[config.mk]
export PLATFORM = sky130hd
export DESIGN_NAME = period_detector
export DESIGN_NICKNAME = d
export VERILOG_FILES = /design/src/rtl/config_pkg.sv /design/src/rtl/period_detector_pkg.sv /design/src/rtl/period_detector_duty_divider.sv /design/src/rtl/period_detector.sv
export SDC_FILE = /design/constraint.sdc
export NUM_CORES = 1
export LEC_CHECK = 0
export CORE_ASPECT_RATIO = 1.75
export CORE_UTILIZATION = 53
export DETAILED_ROUTE_END_ITERATION = 7
export PLACE_DENSITY_LB_ADDON = 0.05
export SYNTH_ARGS = -nofsm -noshare
export SYNTH_HDL_FRONTEND = slang
export SYNTH_SLANG_ARGS = --single-unit
[constraint.sdc]
create_clock -name clock_50_000_000 -period 2.55 [get_ports clock_50_000_000]
set_input_delay 0.3825 -clock clock_50_000_000 [delete_from_list [all_inputs] [get_ports clock_50_000_000]]
set_output_delay 0.3825 -clock clock_50_000_000 [all_outputs]
set_load 0.01 [all_outputs]
[src/rtl/config_pkg.sv]
// Shared audio-path configuration: sample width, period counter width and
// the percentage type used by analysis blocks.
package CONFIG;
  localparam int AUDIO_BIT_WIDTH = 16;
  localparam int PERIOD_WIDTH    = 8;

  typedef logic [6:0] percent_t;
endpackage

[src/rtl/period_detector_pkg.sv]
// Types and constants private to the period detector and its duty divider.
package period_detector_pkg;
  typedef enum logic [1:0] {
    IDLE,
    MEASURE,
    DIVIDE
  } detector_state_t;

  localparam int unsigned DUTY_SCALE        = 100;
  localparam int unsigned DIVIDE_ITERATIONS = 7;
endpackage

[src/rtl/period_detector_duty_divider.sv]
// Serial restoring divider: 7-bit quotient of numerator/denominator, one
// quotient bit per cycle, with an abort that discards the run silently.
module duty_divider
  import period_detector_pkg::*;
#(
  parameter int PERIOD_WIDTH = CONFIG::PERIOD_WIDTH
) (
  input  logic                    clock_50_000_000,
  input  logic                    reset,
  input  logic                    abort,
  input  logic                    start,
  input  logic [PERIOD_WIDTH+6:0] numerator,
  input  logic [PERIOD_WIDTH-1:0] denominator,
  output logic                    busy,
  output logic                    done,
  output CONFIG::percent_t        quotient
);
  localparam int NUM_WIDTH = PERIOD_WIDTH + 7;

  logic [NUM_WIDTH-1:0] remainder;
  logic [NUM_WIDTH-1:0] divisor;
  logic [NUM_WIDTH:0]   trial;
  logic                 fits;
  logic [6:0]           partial;
  logic [6:0]           partial_next;
  logic [2:0]           iterations_left;

  always_comb begin
    trial        = {1'b0, remainder} - {1'b0, divisor};
    fits         = ~trial[NUM_WIDTH];
    partial_next = {partial[5:0], fits};
  end

  // The quotient never exceeds 127 because numerator <= 100*denominator, so
  // the divisor starts aligned at bit 6 and walks down one bit per cycle.
  always_ff @(posedge clock_50_000_000) begin
    if (reset) begin
      busy            <= 1'b0;
      done            <= 1'b0;
      quotient        <= '0;
      remainder       <= '0;
      divisor         <= '0;
      partial         <= '0;
      iterations_left <= '0;
    end else begin
      done <= 1'b0;
      if (abort) begin
        busy <= 1'b0;
      end else if (start) begin
        remainder       <= numerator;
        divisor         <= {1'b0, denominator, 6'b0};
        partial         <= '0;
        iterations_left <= 3'(DIVIDE_ITERATIONS);
        busy            <= 1'b1;
      end else if (busy) begin
        if (fits) remainder <= trial[NUM_WIDTH-1:0];
        divisor         <= divisor >> 1;
        partial         <= partial_next;
        iterations_left <= iterations_left - 3'd1;
        if (iterations_left == 3'd1) begin
          busy     <= 1'b0;
          done     <= 1'b1;
          quotient <= partial_next;
        end
      end
    end
  end

  start_while_idle: assert property (@(posedge clock_50_000_000) disable iff (reset)
    start |-> !busy);

endmodule

[src/rtl/period_detector.sv]
// Recovers period (in valid samples) and duty cycle (percent) of an audio
// stream using a hysteretic comparator, edge-to-edge counters and a divider.
module period_detector
  import period_detector_pkg::*;
#(
  parameter int AUDIO_BIT_WIDTH = CONFIG::AUDIO_BIT_WIDTH,
  parameter int PERIOD_WIDTH    = CONFIG::PERIOD_WIDTH,
  parameter int HYSTERESIS      = 16
) (
  input  logic                       clock_50_000_000,
  input  logic                       reset,
  input  logic                       clear,
  input  logic                       sample_valid,
  input  logic [AUDIO_BIT_WIDTH-1:0] sample,
  output logic [PERIOD_WIDTH-1:0]    period,
  output CONFIG::percent_t           duty_cycle,
  output logic                       result_valid,
  output logic                       locked,
  output logic                       overrun
);
  localparam longint SAMPLE_MAX = (longint'(1) << AUDIO_BIT_WIDTH) - 1;
  localparam longint MIDPOINT   = longint'(1) << (AUDIO_BIT_WIDTH - 1);
  localparam longint HIGH_RAW   = MIDPOINT + longint'(HYSTERESIS);
  localparam longint LOW_RAW    = MIDPOINT - longint'(HYSTERESIS);

  localparam logic [AUDIO_BIT_WIDTH-1:0] THRESHOLD_HIGH =
    AUDIO_BIT_WIDTH'((HIGH_RAW > SAMPLE_MAX) ? SAMPLE_MAX : HIGH_RAW);
  localparam logic [AUDIO_BIT_WIDTH-1:0] THRESHOLD_LOW =
    AUDIO_BIT_WIDTH'((LOW_RAW < longint'(0)) ? longint'(0) : LOW_RAW);

  // One below all-ones: the increment that would land on all-ones is the timeout.
  localparam logic [PERIOD_WIDTH-1:0] COUNT_LIMIT = {{(PERIOD_WIDTH-1){1'b1}}, 1'b0};

  detector_state_t           state;
  logic                      level;
  logic                      level_next;
  logic                      rise;
  logic                      timeout;
  logic [PERIOD_WIDTH-1:0]   sample_count;
  logic [PERIOD_WIDTH-1:0]   high_count;
  logic [PERIOD_WIDTH-1:0]   latched_period;
  logic [PERIOD_WIDTH+6:0]   scaled_high;
  logic                      div_start;
  logic                      div_abort;
  logic                      div_busy;
  logic                      div_done;
  CONFIG::percent_t          div_quotient;

  always_comb begin
    level_next = level;
    if (sample_valid) begin
      level_next = level ? (sample >= THRESHOLD_LOW) : (sample >= THRESHOLD_HIGH);
    end
    rise        = sample_valid & ~level & level_next;
    timeout     = sample_valid & ~rise & (state != IDLE) & (sample_count == COUNT_LIMIT);
    div_start   = rise & (state == MEASURE) & ~div_busy & ~clear;
    div_abort   = clear | timeout;
    scaled_high = ({7'b0, high_count} << 6) + ({7'b0, high_count} << 5)
                + ({7'b0, high_count} << 2);
  end

  duty_divider #(
    .PERIOD_WIDTH(PERIOD_WIDTH)
  ) u_duty_divider (
    .clock_50_000_000(clock_50_000_000),
    .reset           (reset),
    .abort           (div_abort),
    .start           (div_start),
    .numerator       (scaled_high),
    .denominator     (sample_count),
    .busy            (div_busy),
    .done            (div_done),
    .quotient        (div_quotient)
  );

  always_ff @(posedge clock_50_000_000) begin
    if (reset) begin
      state          <= IDLE;
      level          <= 1'b0;
      sample_count   <= '0;
      high_count     <= '0;
      latched_period <= '0;
      period         <= '0;
      duty_cycle     <= '0;
      result_valid   <= 1'b0;
      locked         <= 1'b0;
      overrun        <= 1'b0;
    end else begin
      result_valid <= 1'b0;
      overrun      <= 1'b0;
      if (clear) begin
        state        <= IDLE;
        level        <= 1'b0;
        sample_count <= '0;
        high_count   <= '0;
        locked       <= 1'b0;
      end else begin
        level <= level_next;
        if (timeout) begin
          state        <= IDLE;
          sample_count <= '0;
          high_count   <= '0;
          locked       <= 1'b0;
        end else begin
          // Edge handling and divider completion are independent: an edge
          // landing on the completion cycle is both an overrun and a result.
          if (rise) begin
            sample_count <= PERIOD_WIDTH'(1);
            high_count   <= PERIOD_WIDTH'(1);
            unique case (state)
              IDLE:    state <= MEASURE;
              MEASURE: begin
                latched_period <= sample_count;
                state          <= DIVIDE;
              end
              DIVIDE:  overrun <= 1'b1;
              default: state <= IDLE;
            endcase
          end else if (sample_valid && state != IDLE) begin
            sample_count <= sample_count + 1'b1;
            high_count   <= high_count + PERIOD_WIDTH'(level_next);
          end
          if (state == DIVIDE && div_done) begin
            period       <= latched_period;
            duty_cycle   <= div_quotient;
            result_valid <= 1'b1;
            locked       <= 1'b1;
            state        <= MEASURE;
          end
        end
      end
    end
  end

  done_only_in_divide: assert property (@(posedge clock_50_000_000) disable iff (reset)
    div_done |-> state == DIVIDE);
  duty_in_range: assert property (@(posedge clock_50_000_000) disable iff (reset)
    duty_cycle <= CONFIG::percent_t'(DUTY_SCALE));
  result_implies_locked: assert property (@(posedge clock_50_000_000) disable iff (reset)
    result_valid |-> locked);

endmodule

[After elaboration in Yosys (flattened, before gate mapping)]
Cells that the tools add are included.
Word-level totals
  register bits after elaboration: 93
  word-level logic and storage cells: 97
  bits of input ports: 20
  output and inout bits: 18
Operators by class
  magnitude comparators: 2
  bitwise gates (word level): 18
  mux-type cells: 24
  add/sub/neg operators: 6
  reduce and logical (&&, ||, !) cells: 21
  equal/unequal tests: 6
Operators by type and width (count)
  2-to-1 mux 15 bit: 5
  greater-or-equal comparator 16 x 15 -> 1 bit, second input constant: 1
  greater-or-equal comparator 16 bit, second input constant: 1
  OR reduction 4 bit: 4
  subtractor 15 x 15 -> 16 bit: 1
  adder 14 x 13 -> 15 bit: 1
  adder 15 x 10 -> 15 bit: 1
  2-to-1 mux 1 bit: 14
  2-to-1 mux 6 bit: 2
  inverter 1 bit: 9
  adder 8 x 1 -> 8 bit: 1
  adder 8 x 1 -> 8 bit, second input constant: 1
  AND 1 bit: 8
  equality test 8 bit, second input constant: 1
  AND reduction 4 bit: 2
  nonzero test 2 bit: 4
  2-to-1 mux 3 bit: 2
  one-hot mux 2 bit (3 select lines): 1
  AND reduction 2 bit: 3
  AND reduction 3 bit: 2
  OR reduction 2 bit: 2
  equality test 3 x 1 -> 1 bit, second input constant: 1
  OR reduction 3 bit: 1
  subtractor 3 x 1 -> 3 bit, second input constant: 1
  7 further kinds: 8

[Logic depth before layout (Yosys ltp)]
  word-level depth: 11
  gate-level depth with buffers: 11

[By module]
Synthesis repeated with hierarchy kept, for this count alone.
Unflattened totals
  cells, all modules: 565
  area, all modules: 5083.6 um^2
Modules (own cells, without submodules)
  duty_divider: cells an instance 316, instances 1, sequential area each 940.9 um^2, area an instance 2713.9 um^2
  period_detector: cells an instance 249, instances 1, sequential area each 900.9 um^2, area an instance 2369.8 um^2

[Worst setup path before layout]
OpenSTA, ideal clock, no wires.
  kind: reg2reg
  start point: register high_count[2]
  end point: register u_duty_divider.remainder[13]
  clock period less this slack: 2.530 ns
  cell stages (with the launch flop): 10
  data required time: 2.462 ns
  arrival: 2.442 ns
  slack: 0.020 ns
  path through: dfxtp_1 > fa_1 > ha_1 > a21o_1 > a21oi_1 > o21ai_0 > nor4_1 > o31a_1 > o21ai_0 > a311oi_2
Between the ends
  longest elaborated chain between the ends: 3
Ends and longest elaborated chain
  from (decl): line period_detector.sv:40  | logic [PERIOD_WIDTH-1:0] high_count;
  from (signal assigned): line period_detector.sv:121  | high_count <= high_count + PERIOD_WIDTH'(level_next);
  adder 14 x 13 -> 15 bit: line period_detector.sv:58  | scaled_high = ({7'b0, high_count} << 6) + ({7'b0, high_count} << 5)
  adder 15 x 10 -> 15 bit *: line period_detector.sv:59  | + ({7'b0, high_count} << 2);
  2-to-1 mux 15 bit *: line period_detector_duty_divider.sv:49  | end else if (start) begin
  to (signal assigned): line period_detector_duty_divider.sv:50  | remainder <= numerator;
  to (signal assigned): line period_detector_duty_divider.sv:56  | if (fits) remainder <= trial[NUM_WIDTH-1:0];
  to (decl): line period_detector_duty_divider.sv:20  | logic [NUM_WIDTH-1:0] remainder;
Mark *: on every way between the ends. The rest lies on a longest branch, timed or not.
A chain may end at the register's enable or synchronous reset.

[Final worst setup path]
  start point: register high_count[1]
  end point: register u_duty_divider.remainder[12]
Same word-level chain as after synthesis.

==> metrics.yaml <==
placement:
  dp.final_hpwl_um: 8470
  place_congestion: 0.930
  place_area_um2: 5730
  pre_cts_slack_ps: -230
  numPortBuffers: 33
sta:
  period_share_pct: 99.9
  worst_pin_slew_ps: 627
  hold_viol_final: 0
  fmax_mhz: 393
  slew_headroom_pct: 58.1
  slew_viol_final: 0
  clock_skew_ps: 10.7
  fin_ws_ps: 2.24
  whs_ps: 412
  finalWorstPathRequiredPeriod_ps: 2550
  rsz0062_at_grt: "true"
  tns_ps: 0
  setup_viol: 0
synth:
  yosysMostFrequentCell: "dfxtp_1"
  syn-num-nets: 628
  synth_cells: 567
  yosysTopAreaCell: "dfxtp_1"
  ys_seq_elements: 92
  ys_warn_count: 0
  synth_area_leaders: "dfxtp_1, ha_1, nor2_1"
  netlist_area_um2: 4970
  synth-async-reset-ratio_pct: 0
  yosysTopAreaCellShare_pct: 37.1
  synth_commonest_cells: "dfxtp_1, nor2_1, nand2_1"
  synth_edf_count: 0
  yosysSeqAreaShare_pct: 37.1
  synthFlopType: "dfxtp_1"
  avgSynthCellArea_um2: 8.77
  synth_cell_type_count: 56
final_layout:
  diodes: 0
  drive_gt1_share_pct: 18.9
  synthToLayoutAreaGrowth_pct: 25.9
  finish.instance_area_um2: 6260
  fin_nets: 708
floorplan:
  rows: 46
  die_y_um: 130
  core-area_um2: 9090
  die-area_um2: 9780
  num_io_pins: 38
  start_util_pct: 54.7
  die_w_um: 75.2
cts:
  cts_max_path_buffers: 2
  clk_pin_slew_ps: 70
  cts_tree: "yes"
  cts_made_buffers: 9
  clkSinkCount: 92
  insertion_delay_ps: 340
  htreeDepth: 3
  root_buffer: "clkbuf_16"
setup_path:
  arrival_ps: 2810
  endpoint_kind: "flip-flop"
  cp_max_fo: 3
  worstPathRequired_ps: 2810
  cp-start-kind: "flip-flop"
  path_class: "flip-flop to flip-flop"
drt:
  drc: 0
  via_per_inst: 5.49
  routedWlPerCell_um: 15.5
  drtIter0Drc: 215
  drt-total-wl_um: 12000
  vias: 4239
  final_antenna_net_count: 0
  drtPass1Iterations: 5
global_routing:
  grt_max_degree: 34
  grt_pass1_wl_um: 18800
  antenna_found_initial: 0
  grt_pass1_vias: 4112
  grt.overflow.total: 0
  track_usage_pct: 25.4
power:
  vdd_drop_max_mv: 0.454
  power.density_nw_per_um2: 472
  p_leak_nw: 2.40
  power_mw: 2.95
hold_path:
  hold_class: "input port to flip-flop"
run_status:
  status: "finished clean"
job:
  cap_violations: 0
## power by group
part / internal [mW] / switching, mW / total, mW
combinational: 0.0986 / 0.112 / 0.210
clock: 0.687 / 0.610 / 1.30
sequential: 1.44 / 0.00575 / 1.45
total: 2.23 / 0.727 / 2.95
## stage by stage
stage / cells / util (%)
after detailed placement: 747 / 63.0
after global placement: 747 / 63.0
after CTS: 767 / 67.1
after global routing: 772 / 68.8
final: 772 / 68.8
after floorplan: 567 / -
## cell type report
class	instances	area, um2
multi-input cells	423	3070
fillers	796	2840
flip-flops and latches	92	1850
repair buffers	92	793
clock buffers	9	225
well taps	120	150
inverters	29	109
clock inverters	7	65.1
## cell usage in the layout, fill, tap and decap left out, types with 12 or more instances in the layout
master / netlist / final
a21oi_1: 32 / 29
buf_4: 2 / 57
clkdlybuf4s50_1: 0 / 32
dfxtp_1: 92 / 88
ha_1: 35 / 31
inv_1: 29 / 28
mux2i_1: 28 / 28
nand2_1: 56 / 56
nand3_1: 12 / 12
nor2_1: 89 / 89
xnor2_1: 14 / 14
xor2_1: 15 / 15
## path summary, 6_finish.rpt
kind,start,endpoint,slack (ps),depth (start not counted)
worst min-delay path,reset,period[3],410,2
worst min register to register,latched_period[1],latched_period[1],470,2
worst max register to register,high_count[1],u_duty_divider.remainder[12],2,11
worst max-delay path,high_count[1],u_duty_divider.remainder[12],2,11
## critical path, cell delays in order (launching register included)
cell and delay [ps]:
dfxtp_4 360, fa_1 460, ha_2 210, inv_2 50, fa_2 190, nor2b_1 50
o21a_1 180, o21a_1 210, o31a_1 270, a211oi_2 250, a21oi_2 60, a211oi_2 190
## state kept, by name, summed over array words and instances (netlist names), 2 cells and up
name,cells
u_duty_divider.remainder,15
u_duty_divider.divisor,14
high_count,8
latched_period,8
period,8
sample_count,8
duty_cycle,7
u_duty_divider.quotient,7
u_duty_divider.partial,6
u_duty_divider.iterations_left,3
state,2
## metal layers
layer | routed length, um | part of all wire (%) | global-route usage (%) | vias up
met1 | 4890 | 41 | 27.2 | 2042
met3 | 257 | 2.1 | 3.94 | 14
met5 | 0 | 0 | 0 | -
li1 | - | - | - | 2128
met4 | 280 | 2.3 | 10.5 | 0
met2 | 6550 | 55 | 48.0 | 55
## cells by family (layout without fill, tap and decap cells)
| family | count (synthesis) | count (layout) | synth area share [%] |
|---|---|---|---|
| compound gates | 107 | 109 | 16.3 |
| buf+inv | 54 | 137 | 4.83 |
| simple gates | 215 | 215 | 19.6 |
| flops | 92 | 92 | 37.1 |
| xor+xnor | 29 | 29 | 5.11 |
| fa+ha+maj | 41 | 41 | 11.2 |
| mux | 29 | 29 | 5.87 |
## repair_timing
action	4_1_cts	5_1_grt
cloned	1	1
hold buffers	0	0
setup endpoints to repair	15	15
setup buffers	3	4
pin swaps	6	13
hold endpoints to repair	0	0
resized for setup	14	22
Note: power is estimated with default switching activity, not from simulation.
